`src/rtl/ram_panel_loader.sv`:
```
// rtl/ram_panel_loader.sv - front-panel RAM programming controller
//
// Purpose:
//   Shares one synchronous single-port RAM between the CPU (run mode) and the
//   operator panel (program mode). Entering program mode asks the CPU to halt.
//   The panel owns the RAM only after the CPU acknowledges the halt. Each step
//   key press writes panel_data, or reads back the RAM, at an auto-incrementing
//   panel address.
//
// Ports:
//   clock, clear_n            system clock, async active-low reset
//   mode_prog, step,          async panel switch/keys (synchronised here)
//   addr_clear
//   write_sw, panel_data      panel R/W select and data switches
//   cpu_addr/wdata/we         CPU-side RAM request (honoured in RUN/HALTING)
//   cpu_halted / cpu_halt     halt acknowledge in, halt request out
//   ram_addr/wdata/we/rdata   RAM port (rdata valid one cycle after address)
//   panel_addr, panel_q       panel address counter and last data seen
//   prog_active               panel owns the RAM
module ram_panel_loader #(
   parameter int ADDR_W      = 4,
   parameter int DATA_W      = 8,
   parameter int SYNC_STAGES = 2
) (
   input  logic              clock,
   input  logic              clear_n,
   input  logic              mode_prog,
   input  logic              step,
   input  logic              addr_clear,
   input  logic              write_sw,
   input  logic [DATA_W-1:0] panel_data,
   input  logic [ADDR_W-1:0] cpu_addr,
   input  logic [DATA_W-1:0] cpu_wdata,
   input  logic              cpu_we,
   input  logic              cpu_halted,
   output logic              cpu_halt,
   output logic [ADDR_W-1:0] ram_addr,
   output logic [DATA_W-1:0] ram_wdata,
   output logic              ram_we,
   input  logic [DATA_W-1:0] ram_rdata,
   output logic [ADDR_W-1:0] panel_addr,
   output logic [DATA_W-1:0] panel_q,
   output logic              prog_active
);

   typedef enum logic [2:0] {
      S_RUN      = 3'd0,
      S_HALTING  = 3'd1,
      S_PROG     = 3'd2,
      S_WRITE    = 3'd3,
      S_READ     = 3'd4,
      S_READWAIT = 3'd5
   } state_t;

   state_t                  state_q, state_d;
   logic                    cpu_halt_q, cpu_halt_d;
   logic                    prog_active_q, prog_active_d;
   logic [ADDR_W-1:0]       panel_addr_q, panel_addr_d;
   logic [DATA_W-1:0]       panel_q_q, panel_q_d;

   logic [SYNC_STAGES-1:0]  mode_sync_q, mode_sync_d;
   logic [SYNC_STAGES-1:0]  step_sync_q, step_sync_d;
   logic [SYNC_STAGES-1:0]  clr_sync_q, clr_sync_d;
   logic                    step_prev_q, step_prev_d;
   logic                    clr_prev_q, clr_prev_d;

   logic                    mode_prog_s;
   logic                    step_s;
   logic                    clr_s;
   logic                    step_pulse;
   logic                    clr_pulse;
   logic [ADDR_W-1:0]       panel_addr_inc;

   // Synchronisers shift in at bit 0; the MSB is the settled value.
   always_comb begin
      mode_sync_d = {mode_sync_q[SYNC_STAGES-2:0], mode_prog};
      step_sync_d = {step_sync_q[SYNC_STAGES-2:0], step};
      clr_sync_d  = {clr_sync_q[SYNC_STAGES-2:0], addr_clear};
   end

   assign mode_prog_s = mode_sync_q[SYNC_STAGES-1];
   assign step_s      = step_sync_q[SYNC_STAGES-1];
   assign clr_s       = clr_sync_q[SYNC_STAGES-1];

   // The edge detectors track the settled key in every state. A key held
   // through a reset or through a busy state does not later look like a fresh
   // press.
   assign step_prev_d = step_s;
   assign clr_prev_d  = clr_s;
   assign step_pulse  = step_s & ~step_prev_q;
   assign clr_pulse   = clr_s & ~clr_prev_q;

   assign panel_addr_inc = panel_addr_q + ADDR_W'(1);

   always_comb begin
      state_d       = state_q;
      cpu_halt_d    = cpu_halt_q;
      prog_active_d = prog_active_q;
      panel_addr_d  = panel_addr_q;
      panel_q_d     = panel_q_q;
      case (state_q)
         S_RUN: begin
            if (mode_prog_s) begin
               state_d    = S_HALTING;
               cpu_halt_d = 1'b1;
            end
         end
         S_HALTING: begin
            // The switch is released before the ack arrives: abandon the halt.
            if (!mode_prog_s) begin
               state_d    = S_RUN;
               cpu_halt_d = 1'b0;
            end else if (cpu_halted) begin
               state_d       = S_PROG;
               prog_active_d = 1'b1;
            end
         end
         S_PROG: begin
            if (!mode_prog_s) begin
               state_d       = S_RUN;
               cpu_halt_d    = 1'b0;
               prog_active_d = 1'b0;
            end else if (clr_pulse) begin
               // Clear takes priority; a simultaneous step is dropped.
               panel_addr_d = '0;
            end else if (step_pulse) begin
               state_d = write_sw ? S_WRITE : S_READ;
            end
         end
         S_WRITE: begin
            panel_q_d    = panel_data;
            panel_addr_d = panel_addr_inc;
            state_d      = S_PROG;
         end
         S_READ: begin
            state_d = S_READWAIT;
         end
         S_READWAIT: begin
            panel_q_d    = ram_rdata;
            panel_addr_d = panel_addr_inc;
            state_d      = S_PROG;
         end
         default: begin
            state_d = S_RUN;
         end
      endcase
   end

   always_ff @(posedge clock or negedge clear_n) begin
      if (!clear_n) begin
         state_q       <= S_RUN;
         cpu_halt_q    <= 1'b0;
         prog_active_q <= 1'b0;
         panel_addr_q  <= '0;
         panel_q_q     <= '0;
         mode_sync_q   <= '0;
         step_sync_q   <= '0;
         clr_sync_q    <= '0;
         step_prev_q   <= 1'b0;
         clr_prev_q    <= 1'b0;
      end else begin
         state_q       <= state_d;
         cpu_halt_q    <= cpu_halt_d;
         prog_active_q <= prog_active_d;
         panel_addr_q  <= panel_addr_d;
         panel_q_q     <= panel_q_d;
         mode_sync_q   <= mode_sync_d;
         step_sync_q   <= step_sync_d;
         clr_sync_q    <= clr_sync_d;
         step_prev_q   <= step_prev_d;
         clr_prev_q    <= clr_prev_d;
      end
   end

   // The RAM port follows the CPU until the halt is acknowledged. It is
   // decoded from the state register, so an async reset in WRITE removes
   // ram_we at once.
   always_comb begin
      ram_addr  = panel_addr_q;
      ram_wdata = panel_data;
      ram_we    = 1'b0;
      case (state_q)
         S_RUN, S_HALTING: begin
            ram_addr  = cpu_addr;
            ram_wdata = cpu_wdata;
            ram_we    = cpu_we;
         end
         S_WRITE: begin
            ram_we = 1'b1;
         end
         default: begin
            ram_we = 1'b0;
         end
      endcase
   end

   assign cpu_halt    = cpu_halt_q;
   assign prog_active = prog_active_q;
   assign panel_addr  = panel_addr_q;
   assign panel_q     = panel_q_q;

endmodule

```
`config.mk`:
```
export PLATFORM = sky130hd
export DESIGN_NAME = ram_panel_loader
export DESIGN_NICKNAME = d
export VERILOG_FILES = /design/src/rtl/ram_panel_loader.sv
export SDC_FILE = /design/constraint.sdc
export NUM_CORES = 1
export LEC_CHECK = 0
export ABC_AREA = 0
export ABC_CLOCK_PERIOD_IN_PS = 3480
export CAP_MARGIN = 20
export CORE_MARGIN = 1.5
export CORE_UTILIZATION = 45
export CTS_CLUSTER_SIZE = 20
export DETAILED_ROUTE_END_ITERATION = 16
export PLACE_DENSITY_LB_ADDON = 0.1
export SLEW_MARGIN = 0
export SYNTH_ARGS = -nofsm -noshare
export SYNTH_HDL_FRONTEND = slang
export SYNTH_SLANG_ARGS = --single-unit
export TNS_END_PERCENT = 10
```
`constraint.sdc`:
```
create_clock -name clock -period 3.48 [get_ports clock]
set_clock_uncertainty 0.2 [all_clocks]
set_input_delay 0.522 -clock clock [delete_from_list [all_inputs] [get_ports clock]]
set_output_delay 0.522 -clock clock [all_outputs]
set_load 0.01 [all_outputs]
```
* After elaboration in Yosys (flattened, before gate mapping) *
Index checks and enable logic that the tools add are counted.

operators by class
  $add $sub $neg = 1
  multipliers = 0
  div/mod/pow operators = 0
  order comparisons = 0
  eq/ne operators = 15
  shift-type cells = 0
  mux-type cells = 21
  bitwise gates (word level) = 4
  reductions and logical operators = 12

operators with widths
  kind                                            number
  two-way mux 3 bit                               7
  case mux 8 bit (2 select lines)                 1
  case mux 3 bit (5 select lines)                 1
  inequality test 2 bit (second input constant)   7
  two-way mux 4 bit                               3
  inequality test 3 bit (second input constant)   3
  two-way mux 8 bit                               1
  case mux 4 bit (2 select lines)                 1
  AND reduction 4 bit                             2
  nonzero test 2 bit                              4
  == test 3 x 2 -> 1 bit (second input constant)  2
  == test 3 bit (second input constant)           2
  case mux 1 bit (2 select lines)                 3
  AND reduction 3 bit                             2
  OR reduction 2 bit                              3
  adder 4 x 1 -> 4 bit (second input constant)    1
  two-way mux 1 bit                               4
  == test 3 x 1 -> 1 bit (second input constant)  1
  logical NOT 3 bit                               1
  AND 1 bit                                       2
  NOT 1 bit                                       2

word-level totals
  bits in registers = 25
  bits in latches = 0
  RAM bits = 0
  ROM bits = 0
  bits of input ports = 36
  output and inout bits = 27
  word-level logic and storage cells = 63
  memories kept = 0

* Logic depth before layout (Yosys ltp) *
Gate-level depths: netlist (run 1).

  depth after elaboration = 6
  mapped depth = 5
  mapped depth without buffers = 3

* Least setup slack after synthesis (run 1) *
OpenSTA, ideal clock, no wires.

  path kind = register -> output
  start point = reg state_q[2]
  end point = out ram_addr[0]
  arrival = 1.290 ns
  required time = 2.758 ns
  slack = 1.468 ns
  cell stages (with the launch flop) = 5
  buffers on the path = 2
  cells stage by stage = dfrtp_1 -> buf_6 -> nor2_1 -> buf_2 -> mux2_2

on the way
  word-level cells in the longest chain between the ends = 3
  elaborated cells on any way between the ends = 4
  those cells by class = eq/ne (1); mux (1); reduce/logical (2)

ends and longest elaborated chain
  item                                                         line  text
  from (decl)                                                  55    state_t state_q, state_d;
  from (signal assigned)                                       162   state_q <= state_d;
  == test 3 x 1 -> 1 bit or logical NOT 3 bit (tied branches)  182   case (state_q)
  OR reduction 2 bit (*)                                       182
  two-way mux 4 bit (*)                                        182
  to (decl)                                                    37    output logic [ADDR_W-1:0] ram_addr,

Every way passes the cells marked *; elsewhere a longest branch is shown, timed or not.

* Worst setup path in the final report (run 1) *
  start point = reg state_q[1]
  end point = out ram_wdata[2]

on the way
  word-level cells in the longest chain between the ends = 3
  elaborated cells on any way between the ends = 4
  those cells by class = eq/ne (1); mux (1); reduce/logical (2)

ends and longest elaborated chain
  item                                                         line  text
  == test 3 x 1 -> 1 bit or logical NOT 3 bit (tied branches)  182
  OR reduction 2 bit (*)                                       182
  two-way mux 8 bit (*)                                        182
  to (decl)                                                    38    output logic [DATA_W-1:0] ram_wdata,

Marks and branches as above.

==> reports/results.tsv, run 1 <==
metric	value	unit
run status	completed	
area inside the core boundary	3028	µm²
endpoint class of the critical path	output port	
TritonCTS buffer count	3	
Max Root-Sink Buffers	2	
DRC violation count after routing	0	
post-route cell area	2096	µm²
maximum fanout along the worst path	7	
Seq cells post-synth	25	
Num Clock Sinks	25	
Area after DPL	2068	µm²
number of diodes added for antenna fixing	0	
final worst-path cycle share	73.38	%
fraction of final layout cells sized beyond drive strength 1	16.33	%
clock network latency to the later pin of the worst-skew pair	0.31	ns
leading area contributor after synthesis	dfrtp_1	
initial core utilization	46.69	%
buffer and inverter count on the worst path	2	
proportion of synthesized flip-flops having asynchronous set or reset	100.0	%
routed via count	1357	
ports placed on the boundary	63	
Synth top area share	44.25	%
nature of the critical path startpoint	flop	
Die X-Extent	59.05	µm
net count of the mapped netlist	173	
WS Path Type	reg2out	
total wire length after detailed routing	3629	µm
transition time at the pin with the least slew margin	0.4778	ns
number of synthesized flops with an enable pin	0	
iteration count of the initial detailed-routing pass	4	
number of warnings printed during yosys synthesis	0	
number of nets in the layout	234	
cells taking the most area after synthesis	dfrtp_1 (44%), mux2_2 (9.6%), o311ai_0 (5.6%)	
sequential area share after synthesis	44.25	%
area of the die	3487	µm²
worst ir drop on vdd	0.0003388	V
CTS tree	built	
number of stages on the worst setup path	4	
via count of the first global-routing pass	1356	
critical path's slowest cell	clkdlybuf4s50_1	
Final ANT Viol Nets	0	
maximum achievable frequency	391.6	MHz
Slew Limit Headroom	68.04	%
final hold slack	0.1644	ns
height of the die	59.05	µm
cell at the root of the clock tree	clkbuf_4	
leakage component of the power	0.9102	nW
CTS Hold Bufs	0	
instance count after placement with tap cells included	236	
Total Neg Setup Slack	0	ns
drt initial violations	19	
instance count along the most critical hold path	0	
Clk pin slew, worst setup/hold paths	0.13	ns
Hold Violations, Final	0	
cts repair resizes	0	
RSZ-0062 raised after global routing	no	
detail-routed via count per cell	5.654	
floorplan row count	20	
pin count of the biggest net entering global routing	36	
DP Wirelength	2627	µm
post-CTS setup repair buffer count	0	
GRT overflow	0	
WL per Instance	15.12	µm
number of H-tree levels	1	
fin crit period	2.554	ns
Area Growth Syn to Fin	48.23	%
chain of cells forming the critical path	nor2_1, buf_4, mux2_2, clkdlybuf4s50_1	
antenna violations before repair	0	
summed instance area of the synthesized netlist	1414	µm²
global-route wire length before repair	5823	µm
sum of internal, switching and leakage power	0.001455	W
crit-path leading delay family	buffers and inverters	
WP data required	2.76	ns
count of input and output buffers	62	
CP max stage delay	0.47	ns
power density of the placed cells	694.3	nW/µm²
filler-free cell count of the finished design	240	
overall routing resource usage	21.40	%
worst hold-check path type	reg2reg	
number of cells on the worst reg-to-reg path	4	
WP data arrival	1.83	ns
most used flip-flop cell after synthesis	dfrtp_1	
cell count after synthesis	136	
routability congestion estimate	0.7229	
final number of max-transition violations	0	
syn avg cell area	10.40	µm²
Netlist cell types	39	
maximum capacitance violations	0	
count of endpoints failing setup in the final report	0	
==> cells in the final DEF (no fill, tap or decap), types with 2 or more instances in the layout <==
cell             instances
nand2b_1                 3
o22ai_1                  8
a22o_1                   2
or2_2                    8
dfrtp_1                 25
o31ai_1                  2
a211o_1                  2
o21ai_0                  2
nor2b_1                  2
or3_1                    8
clkdlybuf4s50_1         62
o311ai_0                 9
xor2_1                   2
nor2_1                   7
clkbuf_4                 3
buf_4                    6
a21oi_1                 12
mux2_2                  12
nand2_1                  3
==> per-stage QoR <==
step | util [%] | setup slack [ns]
4_1_cts | 69.21 | 0.8957
5_1_grt | 69.21 | 0.7612
6_report | 69.21 | 0.9265
2_1_floorplan | - | 1.469
3_5_place_dp | 68.31 | 1.041
3_3_place_gp | 68.31 | 1.082
==> power breakdown <==
part | internal (W) | switching [W]
combinational | 0.000499 | 0.000376
sequential | 0.000374 | 0.0000794
clock | 0.0000428 | 0.0000827
==> kinds of logic (layout without fill, tap and decap cells) <==
group / count (synthesis) / after routing / synth area share, %
AO/OA/AOI/OAI: 42 / 42 / 20.44
multiplexers: 14 / 14 / 11.06
flip-flops: 25 / 25 / 44.25
buffers and inverters: 13 / 73 / 4.955
adder cells (fa/ha/maj): 1 / 1 / 0.8848
XOR/XNOR: 2 / 2 / 1.239
AND/OR/NAND/NOR: 39 / 39 / 17.17
==> final cells by class <==
cell class / instances / area, µm²
fill: 245 / 932.1
sequential: 25 / 625.6
timing repair buffer: 68 / 665.6
clock buffer: 3 / 22.52
clock inverter: 1 / 5.005
multi-input combinational: 98 / 718.2
tap: 44 / 55.05
inverter: 1 / 3.754
==> layer usage <==
layer | up-vias | GRT usage, % | share of wire, % | wire (µm)
met5 | - | 0 | 0 | 0
li1 | 632 | - | - | -
met4 | 0 | 3.896 | 0.33 | 12
met1 | 675 | 26.52 | 42 | 1533
met2 | 48 | 40.00 | 52 | 1900
met3 | 2 | 2.620 | 5.0 | 182
==> final timing paths <==
kind | endpoint | startpoint | slack, ns
max | ram_wdata[2] | state_q[1] | 0.93
min | clr_sync_q[1] | clr_sync_q[0] | 0.16
max reg2reg | panel_addr[1] | state_q[1] | 1.50
min reg2reg | clr_sync_q[1] | clr_sync_q[0] | 0.16
max in group asynchronous | panel_q[7] | clear_n | 2.47
min in group asynchronous | panel_addr[0] | clear_n | 0.36
==> synth_stat cells, types with 2 or more instances <==
library cell / number
dfrtp_1: 25
a21oi_1: 12
mux2_2: 12
o311ai_0: 9
o22ai_1: 8
or2_2: 8
or3_1: 8
nor2_1: 7
buf_2: 4
clkbuf_1: 3
nand2_1: 3
nand2b_1: 3
a211o_1: 2
a22o_1: 2
buf_4: 2
nor2b_1: 2
o21ai_0: 2
o31ai_1: 2
xor2_1: 2
==> sequential cells by signal, indices dropped and copies added (netlist names) <==
register / count
state_q: 3
step_prev_q: 1
clr_prev_q: 1
cpu_halt: 1
panel_q: 8
step_sync_q: 2
prog_active: 1
panel_addr: 4
clr_sync_q: 2
mode_sync_q: 2
(Power assumes the default switching activity.)
==> inputs of run 2 (changes only) <==
--- a/config.mk
+++ b/config.mk
@@ -6,10 +6,10 @@
 export NUM_CORES = 1
 export LEC_CHECK = 0
 export ABC_AREA = 0
-export ABC_CLOCK_PERIOD_IN_PS = 3480
+export ABC_CLOCK_PERIOD_IN_PS = 2090
 export CAP_MARGIN = 20
 export CORE_MARGIN = 1.5
-export CORE_UTILIZATION = 45
+export CORE_UTILIZATION = 37
 export CTS_CLUSTER_SIZE = 20
 export DETAILED_ROUTE_END_ITERATION = 16
 export PLACE_DENSITY_LB_ADDON = 0.1
==> constraint.sdc (replaced) <==
create_clock -name clock -period 2.09 [get_ports clock]
set_clock_uncertainty 0.2 [all_clocks]
set_input_delay 0.3135 -clock clock [delete_from_list [all_inputs] [get_ports clock]]
set_output_delay 0.3135 -clock clock [all_outputs]
set_load 0.01 [all_outputs]
==> reports/results.tsv, run 2 (synthesis results as in run 1) <==
metric	value	unit
drt initial violations	53	
routed via count	1376	
fin crit period	2.070	ns
commonest non-fill, non-tap cell in the layout	clkdlybuf4s50_1	
overall routing resource usage	20.14	%
setup slack of the worst register-to-register path	0.24	ns
antenna violations before repair	0	
total area of sequential cells	625.6	µm²
iteration count of the initial detailed-routing pass	4	
nature of the critical path startpoint	flop	
ports placed on the boundary	63	
initial core utilization	38.62	%
sum of internal, switching and leakage power	0.002690	W
Fillers	307	
number of H-tree levels	1	
area inside the core boundary	3661	µm²
total area of multi-input combinational cells	744.5	µm²
clock network latency to the later pin of the worst-skew pair	0.27	ns
worst ir drop on vdd	0.0004989	V
maximum capacitance violations	0	
height of the die	64.82	µm
cell at the root of the clock tree	clkbuf_8	
WL per Instance	16.14	µm
CTS tree	built	
Finished Core Util	60.39	%
fraction of final layout cells sized beyond drive strength 1	22.89	%
power density of the placed cells	1217	nW/µm²
Area Growth Syn to Fin	56.37	%
worst slack after detailed placement	0.02585	ns
endpoint class of the critical path	output port	
DP Wirelength	2645	µm
count of input and output buffers	62	
detail-routed via count per cell	5.526	
global-route wire length before repair	6561	µm
Hold Violations, Final	0	
TritonCTS buffer count	3	
count of endpoints failing setup in the final report	0	
Die X-Extent	64.82	µm
leading cell types in the layout, fill and taps excluded	clkdlybuf4s50_1 (49), dfrtp_1 (25), a21oi_1 (12)	
WP data required	1.58	ns
run status	completed	
area of the die	4201	µm²
WS Path Type	reg2out	
transition time at the pin with the least slew margin	0.3596	ns
worst setup slack after layout	0.01990	ns
number of diodes added for antenna fixing	0	
pin count of the biggest net entering global routing	36	
number of nets in the layout	239	
DRC violation count after routing	0	
total wire length after detailed routing	4018	µm
CTS Hold Bufs	0	
final number of max-transition violations	0	
flip-flop count of the largest register, all copies and words added	8	
maximum fanout along the worst path	4	
Clk pin slew, worst setup/hold paths	0.10	ns
Num Clock Sinks	25	
routability congestion estimate	0.7475	
Slew Limit Headroom	75.72	%
floorplan row count	22	
Final ANT Viol Nets	0	
WP data arrival	1.56	ns
Max Root-Sink Buffers	2	
via count of the first global-routing pass	1402	
leakage component of the power	0.9896	nW
final worst-path cycle share	99.05	%
maximum achievable frequency	483.1	MHz
worst hold-check path type	reg2reg	
GRT overflow	0	
[run 2: cell count changes in the layout (fill, tap and decap cells not counted), sizes merged]
cell,delta
buf,+11
clkbuf,+1
clkdlybuf4s15,+6
clkdlybuf4s50,-13
clkinv,-1
clkinvlp,+1
[run 2: cell type report]
type	instances	share of cell area [%]
Multi-Input combinational cell	98	33.67
Clock buffer	3	1.868
Clock inverter	1	0.3396
Sequential cell	25	28.30
Inverter	1	0.1698
Tap cell	48	2.716
Timing Repair Buffer	73	32.94
[run 2: stage by stage]
stage / instances / setup TNS [ns] / hold WS, ns / area (µm²)
final: 249 / 0 / 0.1550 / 2211
after global routing: 249 / -0.02143 / 0.1612 / 2211
after CTS: 248 / -0.1895 / 0.1558 / 2195
after detailed placement: 241 / 0 / 0.1347 / 2081
after global placement: 241 / 0 / 0.1330 / 2081
after floorplan: 136 / 0 / -0.1821 / 1414
[run 2: worst paths after layout]
| check | depth (start not counted) | startpoint | endpoint |
|---|---|---|---|
| max in group asynchronous | 2 | clear_n | panel_addr[3] |
| hold / removal | 0 | step_sync_q[0] | step_sync_q[1] |
| hold reg to reg | 0 | step_sync_q[0] | step_sync_q[1] |
| min in group asynchronous | 2 | clear_n | panel_q[6] |
| setup / recovery | 4 | state_q[1] | ram_addr[3] |
| setup reg to reg | 6 | state_q[1] | panel_addr[2] |
[run 2: report_power, final]
group | switching [W] | leakage, nW | internal, W | total, W
registers | 0.000143 | 0.314 | 0.000624 | 0.000767
logic | 0.000679 | 0.654 | 0.000944 | 0.00162
clock network | 0.000164 | 0.0217 | 0.000135 | 0.000299
total | 0.000986 | 0.990 | 0.00170 | 0.00269
[run 2: what timing repair did]
item                       CTS  global route
gates cloned                 1             0
hold endpoints to repair     0             0
gates resized for setup     53             7
setup endpoints to repair   13            12
buffers inserted             2             1
pin swaps                    1             1
[run 2: worst max-delay path, stage by stage, from the launching register on]
cell and delay [ns]:
dfrtp_1 0.42, nor2_4 0.16, buf_6 0.14, mux2_2 0.33, clkdlybuf4s15_2 0.23
[run 2: routing by layer]
layer | GRT usage [%] | up-vias | share of wire, %
li1 | - | 649 | -
met1 | 25.75 | 665 | 45
met2 | 34.28 | 58 | 49
met3 | 2.951 | 4 | 5.5
met4 | 7.713 | 0 | 0.80
met5 | 0 | - | 0
